==> src/rtl/piezo_pkg.sv <==
// -----------------------------------------------------------------------------
// piezo_pkg
//   Shared definitions for the piezo sound path: note codes understood by the
//   tone generator, the scheduler FSM state encoding, and request vector width.
//   Imported by the vending FSM, the scheduler and the tone generator.
// -----------------------------------------------------------------------------
package piezo_pkg;

    localparam int NUM_REQ = 6;

    typedef logic [2:0] note_code_t;

    localparam note_code_t NOTE_NONE  = 3'd0;
    localparam note_code_t NOTE_100W  = 3'd1;
    localparam note_code_t NOTE_500W  = 3'd2;
    localparam note_code_t NOTE_1000W = 3'd3;
    localparam note_code_t NOTE_PROD1 = 3'd4;
    localparam note_code_t NOTE_PROD2 = 3'd5;
    localparam note_code_t NOTE_PROD3 = 3'd6;

    typedef enum logic [1:0] {
        S_IDLE = 2'd0,
        S_PLAY = 2'd1,
        S_GAP  = 2'd2
    } state_e;

endpackage

==> src/rtl/piezo_req_prio_enc.sv <==
// -----------------------------------------------------------------------------
// piezo_req_prio_enc
//   Combinational priority encoder over latched sound requests. The highest
//   set bit wins; bit i maps to note code i+1.
// Ports:
//   pend_i   in   NUM_REQ  latched requests
//   valid_o  out  1        any request present
//   code_o   out  3        note code of the winning request (0 if none)
// -----------------------------------------------------------------------------
module piezo_req_prio_enc
    import piezo_pkg::*;
(
    input  logic [NUM_REQ-1:0] pend_i,
    output logic               valid_o,
    output note_code_t         code_o
);

    always_comb begin
        code_o = NOTE_NONE;
        // Ascending scan: later (higher) bits overwrite lower ones.
        for (int i = 0; i < NUM_REQ; i++) begin
            if (pend_i[i]) code_o = note_code_t'(i + 1);
        end
    end

    assign valid_o = |pend_i;

endmodule

==> src/rtl/piezo_note_scheduler.sv <==
// -----------------------------------------------------------------------------
// piezo_note_scheduler
//   Latches one-cycle sound request pulses, grants the highest pending code,
//   drives the tone datapath for PLAY_LEN cycles, then holds GAP_LEN silent
//   cycles before the next grant.
//   Optional build macro PIEZO_PREEMPT_EN: a higher pending code aborts the
//   tone currently playing (no done pulse, no gap, aborted code not re-queued).
// Ports:
//   clk_i         in   1      system clock, rising edge
//   rst_ni        in   1      asynchronous reset, active low
//   req_i         in   6      request pulses; bit i requests code i+1
//   note_state_o  out  3      code now playing; 0 = silent
//   note_cnt_o    out  CNT_W  cycles elapsed in current tone; 0 when silent
//   busy_o        out  1      high in PLAY or GAP
//   done_o        out  1      pulse on the last PLAY cycle of a completed tone
//   pending_o     out  6      latched, not-yet-granted requests
// -----------------------------------------------------------------------------
module piezo_note_scheduler
    import piezo_pkg::*;
#(
    parameter int CNT_W    = 32,
    parameter int PLAY_LEN = 400000,
    parameter int GAP_LEN  = 50000
) (
    input  logic               clk_i,
    input  logic               rst_ni,
    input  logic [NUM_REQ-1:0] req_i,
    output note_code_t         note_state_o,
    output logic [CNT_W-1:0]   note_cnt_o,
    output logic               busy_o,
    output logic               done_o,
    output logic [NUM_REQ-1:0] pending_o
);

    localparam logic [CNT_W-1:0] PLAY_LAST = CNT_W'(PLAY_LEN - 1);
    // Unreachable when GAP_LEN==0 (GAP is skipped); clamp keeps it non-negative.
    localparam logic [CNT_W-1:0] GAP_LAST  = CNT_W'((GAP_LEN > 0) ? GAP_LEN - 1 : 0);

    state_e               state_q, state_d;
    note_code_t           note_state_q, note_state_d;
    logic [CNT_W-1:0]     note_cnt_q, note_cnt_d;
    logic [CNT_W-1:0]     gap_cnt_q, gap_cnt_d;
    logic [NUM_REQ-1:0]   pend_q, pend_d;
    logic [NUM_REQ-1:0]   grant_mask;
    logic                 grant;
    logic                 enc_valid;
    note_code_t           enc_code;
    logic                 preempt;
    logic                 play_last;

    piezo_req_prio_enc u_prio_enc (
        .pend_i  (pend_q),
        .valid_o (enc_valid),
        .code_o  (enc_code)
    );

    assign play_last = (state_q == S_PLAY) && (note_cnt_q == PLAY_LAST);

`ifdef PIEZO_PREEMPT_EN
    assign preempt = (state_q == S_PLAY) && enc_valid && (enc_code > note_state_q);
`else
    assign preempt = 1'b0;
`endif

    // State register
    always_ff @(posedge clk_i or negedge rst_ni) begin
        if (!rst_ni) begin
            state_q      <= S_IDLE;
            note_state_q <= NOTE_NONE;
            note_cnt_q   <= '0;
            gap_cnt_q    <= '0;
            pend_q       <= '0;
        end else begin
            state_q      <= state_d;
            note_state_q <= note_state_d;
            note_cnt_q   <= note_cnt_d;
            gap_cnt_q    <= gap_cnt_d;
            pend_q       <= pend_d;
        end
    end

    // Next-state logic
    always_comb begin
        state_d      = state_q;
        note_state_d = note_state_q;
        note_cnt_d   = note_cnt_q;
        gap_cnt_d    = gap_cnt_q;
        grant        = 1'b0;
        unique case (state_q)
            S_IDLE: begin
                if (enc_valid) begin
                    grant        = 1'b1;
                    state_d      = S_PLAY;
                    note_state_d = enc_code;
                    note_cnt_d   = '0;
                end
            end
            S_PLAY: begin
                if (preempt) begin
                    grant        = 1'b1;
                    note_state_d = enc_code;
                    note_cnt_d   = '0;
                end else if (play_last) begin
                    note_state_d = NOTE_NONE;
                    note_cnt_d   = '0;
                    gap_cnt_d    = '0;
                    state_d      = (GAP_LEN == 0) ? S_IDLE : S_GAP;
                end else begin
                    note_cnt_d   = note_cnt_q + 1'b1;
                end
            end
            S_GAP: begin
                if (gap_cnt_q == GAP_LAST) begin
                    gap_cnt_d = '0;
                    state_d   = S_IDLE;
                end else begin
                    gap_cnt_d = gap_cnt_q + 1'b1;
                end
            end
            default: begin
                state_d      = S_IDLE;
                note_state_d = NOTE_NONE;
                note_cnt_d   = '0;
                gap_cnt_d    = '0;
            end
        endcase

        for (int i = 0; i < NUM_REQ; i++) begin
            grant_mask[i] = grant && (enc_code == note_code_t'(i + 1));
        end
        // Set after clear: a re-request on the grant cycle stays pending.
        pend_d = (pend_q & ~grant_mask) | req_i;
    end

    // Output logic
    always_comb begin
        note_state_o = note_state_q;
        note_cnt_o   = note_cnt_q;
        busy_o       = (state_q != S_IDLE);
        done_o       = play_last && !preempt;
        pending_o    = pend_q;
    end

endmodule
==> config.mk <==
export PLATFORM = sky130hd
export DESIGN_NAME = piezo_note_scheduler
export DESIGN_NICKNAME = d
export VERILOG_FILES = /design/src/rtl/piezo_pkg.sv /design/src/rtl/piezo_req_prio_enc.sv /design/src/rtl/piezo_note_scheduler.sv
export SDC_FILE = /design/constraint.sdc
export NUM_CORES = 1
export LEC_CHECK = 0
export BUFFER_PORTS_ARGS = -buffer_cell sky130_fd_sc_hd__buf_2
export CAP_MARGIN = 20
export CORE_MARGIN = 4
export CORE_UTILIZATION = 50
export CTS_CLUSTER_SIZE = 30
export DETAILED_ROUTE_END_ITERATION = 16
export GPL_TIMING_DRIVEN = 0
export PLACE_DENSITY_LB_ADDON = 0.12
export SYNTH_ARGS = -nofsm -noshare
export SYNTH_HDL_FRONTEND = slang
export SYNTH_SLANG_ARGS = --single-unit
==> constraint.sdc <==
create_clock -name clk_i -period 3.4 [get_ports clk_i]
set_clock_uncertainty 0.15 [all_clocks]
set_input_delay 0.17 -clock clk_i [delete_from_list [all_inputs] [get_ports clk_i]]
set_output_delay 0.17 -clock clk_i [all_outputs]
set_load 0.02 [all_outputs]
==> results.txt, run 1 <==
* Category of the worst setup path launch point: flip-flop
- Detailed Routing Iterations Pass 1: 5
* Syn Inst Count: around 470
* Synth area leader: dfrtp_1
- Counting the fill cells in the layout gives 747.
- Post-synth EDFFs: 0
- IO buf count: 50
- Uppermost layer routed: met4
* Leading cell types in the layout, fill and taps excluded: dfrtp_1, buf_2, nand2_1
* # setup viols final: 0
- The cell sitting at the root of the clock tree is a clkbuf_8.
- For the worst setup path, the data arrival time is 2.77 ns.
* Maximum number of pins on one net before global-route repair: 48
- Summing all non-filler instances in the final layout gives an area of 0.004912 mm².
- CTS buffer count: 9
* Clock latency on the worst-skew pair: roughly 0.36 ns
- The total count of max-transition violations in the final report was 0.
- Once the clock tree was built, the resizer swapped 0 gates to a different size.
- The final layout contains routed wiring with a total length of 11220 µm.
- Static timing analysis puts the maximum clock frequency at 0.3714 GHz.
* Crit Path Max Fanout: 10
* Average routed wire per standard cell: 17.29 µm
* Number of instances in the placed design: 627
- The clock passes through at most 2 buffers.
* Portion of synthesized cell area occupied by the leading cell type: 44.27%
- Library cells used by synthesis: 49
- After global routing the overflow that remains totals 0.
- In this run the remaining antenna-violating nets after routing total 0.
- Each instance of the synthesized netlist takes up on average about 9.0 µm².
- Counting flops and latches in the post-synthesis netlist gives 75.
* Smallest setup slack after layout: a little over 0.7 ns
* FF+latch area: 0.001877 mm²
- Final worst path period share: between 70% and 80%
* Slew at the pin closest to its max-slew limit: 0.9695 ns
- First-pass GRT wire length: 18970 µm
- Register area share after synthesis: 44.27%
- Syn nets: 481
- The floorplan step defined a core boundary enclosing 0.008217 mm².
- The endpoint identified for the worst register-to-register timing path is note_cnt_o[8].
- In the detailed route, the total length drawn on met3 is 581 µm.
- IR analysis of the VDD net gives a maximum drop of 204.9 µV.
* Instance area at placement: approximately 0.0047 mm²
- The worst pin sits at a relative slew slack of 34.83%.
- Worst min path class: in -> async
- Summed over all nets, the half-perimeter wirelength after detailed placement is around 7900 µm.
* Final critical path time including I/O delays and setup: 2.692 ns
- The initialized floorplan defines 33 standard-cell rows.
* P&R area growth vs syn: 15.88%
- Clock transition at the registers of the reported paths: 0.09 ns
* Primary FF master, synth: dfrtp_1
- Mapped cell area: 0.004239 mm²
- Area taken by multi-input logic gates: between 0.002 and 0.0025 mm²
- The die is 100.1 µm wide.
- The number of global-route vias before repair was 3908.
- Die Area: 0.01002 mm²
- The run finished with clean final reports.
- Counting flops with an async set or reset pin after synthesis yields a share of 100.0%.
- After detailed routing, the number of remaining DRC violations is 0.
- The critical path in this run is classified as reg -> reg.
- In the detailed route, the total length drawn on met2 is 5442 µm.
- In the post-synthesis netlist, the biggest area contributors are dfrtp_1, nand2_1, nand3_1.
- For this design the ratio of total power to cell area is 329.8 mW/mm².
- Routed vias/inst: 6.160
* Post-CTS Setup Repair Bufs: 0
- Number of H-tree levels: 3
- Number of DRC violations after detailed-routing iteration 0: about 230
- In the final design database the tool counted 550 nets.
- RePlAce Congestion: 0.8540
- Antenna violations before repair: 0
- Excluding fillers, the count of instances in the completed layout stands at 649.
* Req. time, crit path: around 3.5 ns
* Beginning of the critical path: note_cnt_o[0]
- Number of synthesis warnings: 0
* Leakage dissipation: 0.002166 µW
- The initial utilization of the core area, before any placement, comes to 51.59%.
* Total count of hold-check failures in the final report: 0
* Number of diodes added for antenna fixing: 0
* Power after layout: 1620 µW
* Worst setup slack for register-to-register paths: 0.71 ns
- Num Clock Sinks: 75
- Termination of the worst setup path: note_cnt_o[8]
- The worst setup path is captured at a flip-flop.
- Layout cell share with drive strength beyond 1: 15.44%
- For this design the top-level I/O count stands at 51.
- Placement Setup Slack: 0.6895 ns
- Met1 WL: 4948 µm
* Vertical die dimension: about 100 µm
* TritonCTS clock tree: done
- Maximum Capacitance Violations: 0
- Global routing used between 20% and 30% of the available tracks.
* Cell depth of the worst flop-to-flop path: 7
- Total number of vias: 3998
- The worst register-to-register path begins at note_cnt_o[0].
- Commonest non-fill, non-tap cell in the layout: dfrtp_1
* RSZ-0062 raised after global routing: false
- Setup total negative slack on the finished layout was measured at 0 ns.
==> registers in the layout (all words and copies together), names as in the netlist <==
name and count:
gap_cnt_q 32, state_q 2, note_cnt_o 32, note_state_o 3, pending_o 6
==> cells in the mapped netlist, drive strengths merged (6+ instances only) <==
library cell	number
a21o	9
a21oi	25
a22o	7
and3	11
and4	10
buf	9
clkbuf	12
dfrtp	75
inv	15
nand2	50
nand3	38
nand4	26
nor2	34
nor2b	6
nor3	8
nor4	19
o211ai	6
o21ai	30
or3	13
or4	8
xor2	14
==> per-layer routing <==
metal  up-vias  global-route usage (%)
met2       133                   38.58
met4         0                   10.78
met3        26                   3.336
met1      1943                   31.52
li1       1896                       -
met5         -                       0
==> cell type report <==
class,instances,area share [%]
buffer,21,2.140
clock buffer,9,2.522
clock inverter,6,1.375
inverter,15,1.146
multi-input combinational,360,44.80
sequential,75,38.21
tap,105,2.674
timing repair buffer,58,7.132
==> repair_timing <==
item / 4_1_cts / 5_1_grt
endpoints found under the setup margin: 0 / 0
hold endpoints to repair: 81 / 0
hold buffers: 7 / 0
==> kinds of logic (layout without fill, tap and decap cells) <==
group                    count (synthesis)  in the layout  synth area share (%)
adder cells (fa/ha/maj)                  2              2                0.5902
buffers and inverters                   36            109                 3.807
AND/OR/NAND/NOR                        234            234                 30.96
multiplexers                             5              5                 1.181
AO/OA/AOI/OAI                          101            101                 15.47
XOR/XNOR                                18             18                 3.719
flip-flops                              75             75                 44.27
==> how the worst min path moves through the flow <==
| stage | from | endpoint |
|---|---|---|
| 4_1_cts | rst_ni | gap_cnt_q[5] |
| 6_report | rst_ni | gap_cnt_q[5] |
| 3_3_place_gp | req_i[0] | pending_o[0] |
| 5_1_grt | rst_ni | gap_cnt_q[5] |
| 3_5_place_dp | rst_ni | gap_cnt_q[5] |
| 2_1_floorplan | rst_ni | gap_cnt_q[0] |
==> where the power goes <==
part | leakage [µW] | internal [µW] | total [µW] | switching, µW
clock | 0.0000913 | 336 | 691 | 355
sequential | 0.000992 | 892 | 893 | 0.582
combinational | 0.00108 | 13.6 | 36.1 | 22.5
==> worst max-delay path, stage by stage (launching register included) <==
cell and delay (ns):
dfrtp_1 0.43, ha_1 0.21, nand3_1 0.20, nor2_1 0.32
a31oi_1 0.35, nor2_1 0.35, clkbuf_1 0.43, nor2_1 0.10
==> stage by stage <==
stage	hold slack [ns]	utilization [%]
2_1_floorplan	-0.2756	-
3_3_place_gp	0.1997	56.24
3_5_place_dp	-0.01355	56.60
4_1_cts	0.1390	59.78
5_1_grt	0.1669	59.78
6_report	0.1292	59.78
(Power assumes the default switching activity.)
==> run 2, diff against run 1 <==
- clock period: 3.4 -> 2.6 ns (I/O delays scaled with it)
==> results.txt, run 2 (synthesized netlist as in run 1, its figures left out) <==
- The run finished with clean final reports.
- Entering global routing, the biggest net connects 48 pins.
* Floorplan die width: 100.1 µm
- Of the total power, the share spent switching nets is 23.51%.
* Average routed wire per standard cell: around 17 µm
* Leading cell types in the layout, fill and taps excluded: dfrtp_1, buf_2, nand2_1
- CTS buffer count: 9
- After clock tree synthesis, the clock-pin slew on the worst setup and hold paths is 0.08 ns.
* TNS Setup: 0 ns
* Total count of hold-check failures in the final report: 0
* Worst-case clock buffer depth: 2
* Root buffer selected by CTS: clkbuf_8
- The number of antenna violations at the first check in global routing was 0.
* Global-route usage over all layers: 23.71%
- The congestion estimate from routability-driven global placement came to between 0.8 and 0.9.
- Area of the placeable core: just over 0.008 mm²
- In this run the count of I/O pins placed on the die edge is 51.
* DRC violation count after routing: 0
* Slew Limit Headroom: between 50 and 60%
- Detailed Routing Iterations Pass 1: 5
- The final layout contains routed wiring with a total length of around 11000 µm.
- Layout cell share with drive strength beyond 1: 17.92%
- Leaving out fill and tap cells, the most frequent cell in the layout is dfrtp_1.
* Via count of the first global-routing pass: around 3900
- At the end of the flow, the number of nets in the layout was 553.
* Total gr overflow: 0
* Placement Setup Slack: -0.1105 ns
- In the routed layout, each cell is associated on average with a via count of about 6.2.
- Cell Pwr Density: 426.5 mW/mm²
- First-pass GRT wire length: between 15000 and 20000 µm
* Category of the worst setup path launch point: flip-flop
- In the post-route analysis, the smallest setup slack over all paths is between 0.1 and 0.15 ns.
* VDD IR max: 267.2 µV
- The worst path needs 2.470 ns of the cycle, external delays included.
- For this design the total switching power over the nets is 499.2 µW.
* Slew at the pin closest to its max-slew limit: ~0.61 ns
* Portion of total power attributed to the clock network: 42.8%
- Final HPWL DP: 7888 µm
- Fill cells in the final layout number 739.
* Number of H-tree levels: 3
- The total count of max-transition violations in the final report was 0.
* Crit Path Max Fanout: 10
- Setup violations remaining at the end of the flow were counted as 0.
* P&R area growth vs syn: 17.44%
* Arr. time, crit path: roughly 2.5 ns
- The worst hold path belongs to the class in -> async.
- Per report_power, the sequential group accounts for 55.0% of the total.
- The die is around 100 µm tall.
* Finished Core Util: 60.59%
- The later pin in the worst-skew pair is clocked with a latency of 0.36 ns.
- The internal portion of the total power is approximately 1600 µW.
* Post-DRT Antenna Nets: 0
- The first routing iteration left approximately 170 violations.
- Part of the power in combinational logic: under 10%
- Worst path slowest cell: o41a_1
- TritonCTS clock tree: done
- Of the available clock period, the critical path in the final layout requires 94.99%.
- Fmax: 0.4049 GHz
* Leakage dissipation: 0.002212 µW
- The initialized floorplan defines 33 standard-cell rows.
- Total number of vias: 4024
* Starting utilization of the core area: around 52%
* Cells along the critical path: ha_2, and3_1, clkbuf_4, nand4_1, o41a_1, buf_2, buf_4, o311ai_0, o211ai_1
* Num Clock Sinks: between 70 and 80
- The floorplan step defined a die boundary enclosing 0.01002 mm².
- STA puts the critical path data required time at approximately 2.7 ns.
- The worst setup path is of the reg -> reg kind.
- In this design, the stage delay of the slowest critical-path cell is 0.42 ns.
* Worst setup EP type: flip-flop
* Number of diodes added for antenna fixing: 0
- Maximum Capacitance Violations: 0
* IO buf count: 50
==> run 2: changes by cell type in the layout (fill, tap and decap cells not counted), moves of 2 or more <==
cell	change
buf_4	+4
nor2_1	-2
clkbuf_2	+4
clkbuf_1	-5
nor2_2	+2
==> run 2: worst max-delay path: cells and delay by family, from the launching register on <==
kind                       cells  cell delay [ns]
and+or+nand+nor                2             0.32
AOI/OAI and AO/OA              3             0.71
adders and majority gates      1             0.21
buffers and inverters          3             0.54
DFF                            1             0.40
==> run 2: path summary, 6_finish.rpt <==
kind,startpoint,end,slack [ns],cells after the start
hold reg to reg,note_state_o[0],note_state_o[0],0.33,1
setup / recovery,gap_cnt_q[1],gap_cnt_q[22],0.13,9
max in group asynchronous,rst_ni,note_cnt_o[5],1.64,3
setup reg to reg,gap_cnt_q[1],gap_cnt_q[22],0.13,9
hold / removal,rst_ni,gap_cnt_q[5],0.09,2
min in group clk_i,note_state_o[0],note_state_o[0],0.33,1
==> run 2: per-layer routing <==
| layer | global-route usage [%] | wire (µm) |
|---|---|---|
| met1 | 31.52 | 4995 |
| met2 | 38.48 | 5457 |
| met3 | 3.336 | 532 |
| met4 | 10.98 | 270 |
| met5 | 0 | 0 |
==> run 2: area by class of cell <==
| type | count | area (µm²) | share of cell area, % |
|---|---|---|---|
| clock inverter | 6 | 67.56 | 1.357 |
| multi-input combinational | 360 | 2233 | 44.86 |
| sequential | 75 | 1877 | 37.70 |
| clock buffer | 9 | 123.9 | 2.488 |
| buffer | 21 | 116.4 | 2.337 |
| tap | 105 | 131.4 | 2.639 |
| inverter | 15 | 56.30 | 1.131 |
| timing repair buffer | 61 | 372.9 | 7.489 |
==> run 2: power by group through the flow <==
stage	Clock, µW	Sequential, µW	Combinational [µW]
global route	966	1170	53.7
floorplan	0	1190	1.83
detailed placement	0	1190	40.5
CTS	916	1170	48.7
global placement	0	1190	34.6
finish	909	1170	47.0
==> run 2: repair_timing <==
item / CTS / global route
hold endpoints to repair: 81 / 0
resized for setup: 2 / 17
pin swaps: 0 / 4
endpoints found under the setup margin: 20 / 46
gates cloned: 0 / 0
setup buffers: 0 / 3
hold buffers: 7 / 0
==> run 2: metrics by stage <==
step | cells | power (µW) | hold slack, ns | cell area [µm²]
floorplan | 471 | 1195 | -0.3156 | 4239
global placement | 626 | 1226 | 0.1597 | 4621
detailed placement | 627 | 1231 | -0.05355 | 4651
CTS | 649 | 2133 | 0.09896 | 4915
global route | 652 | 2188 | 0.1270 | 4979
finish | 652 | 2123 | 0.09366 | 4979
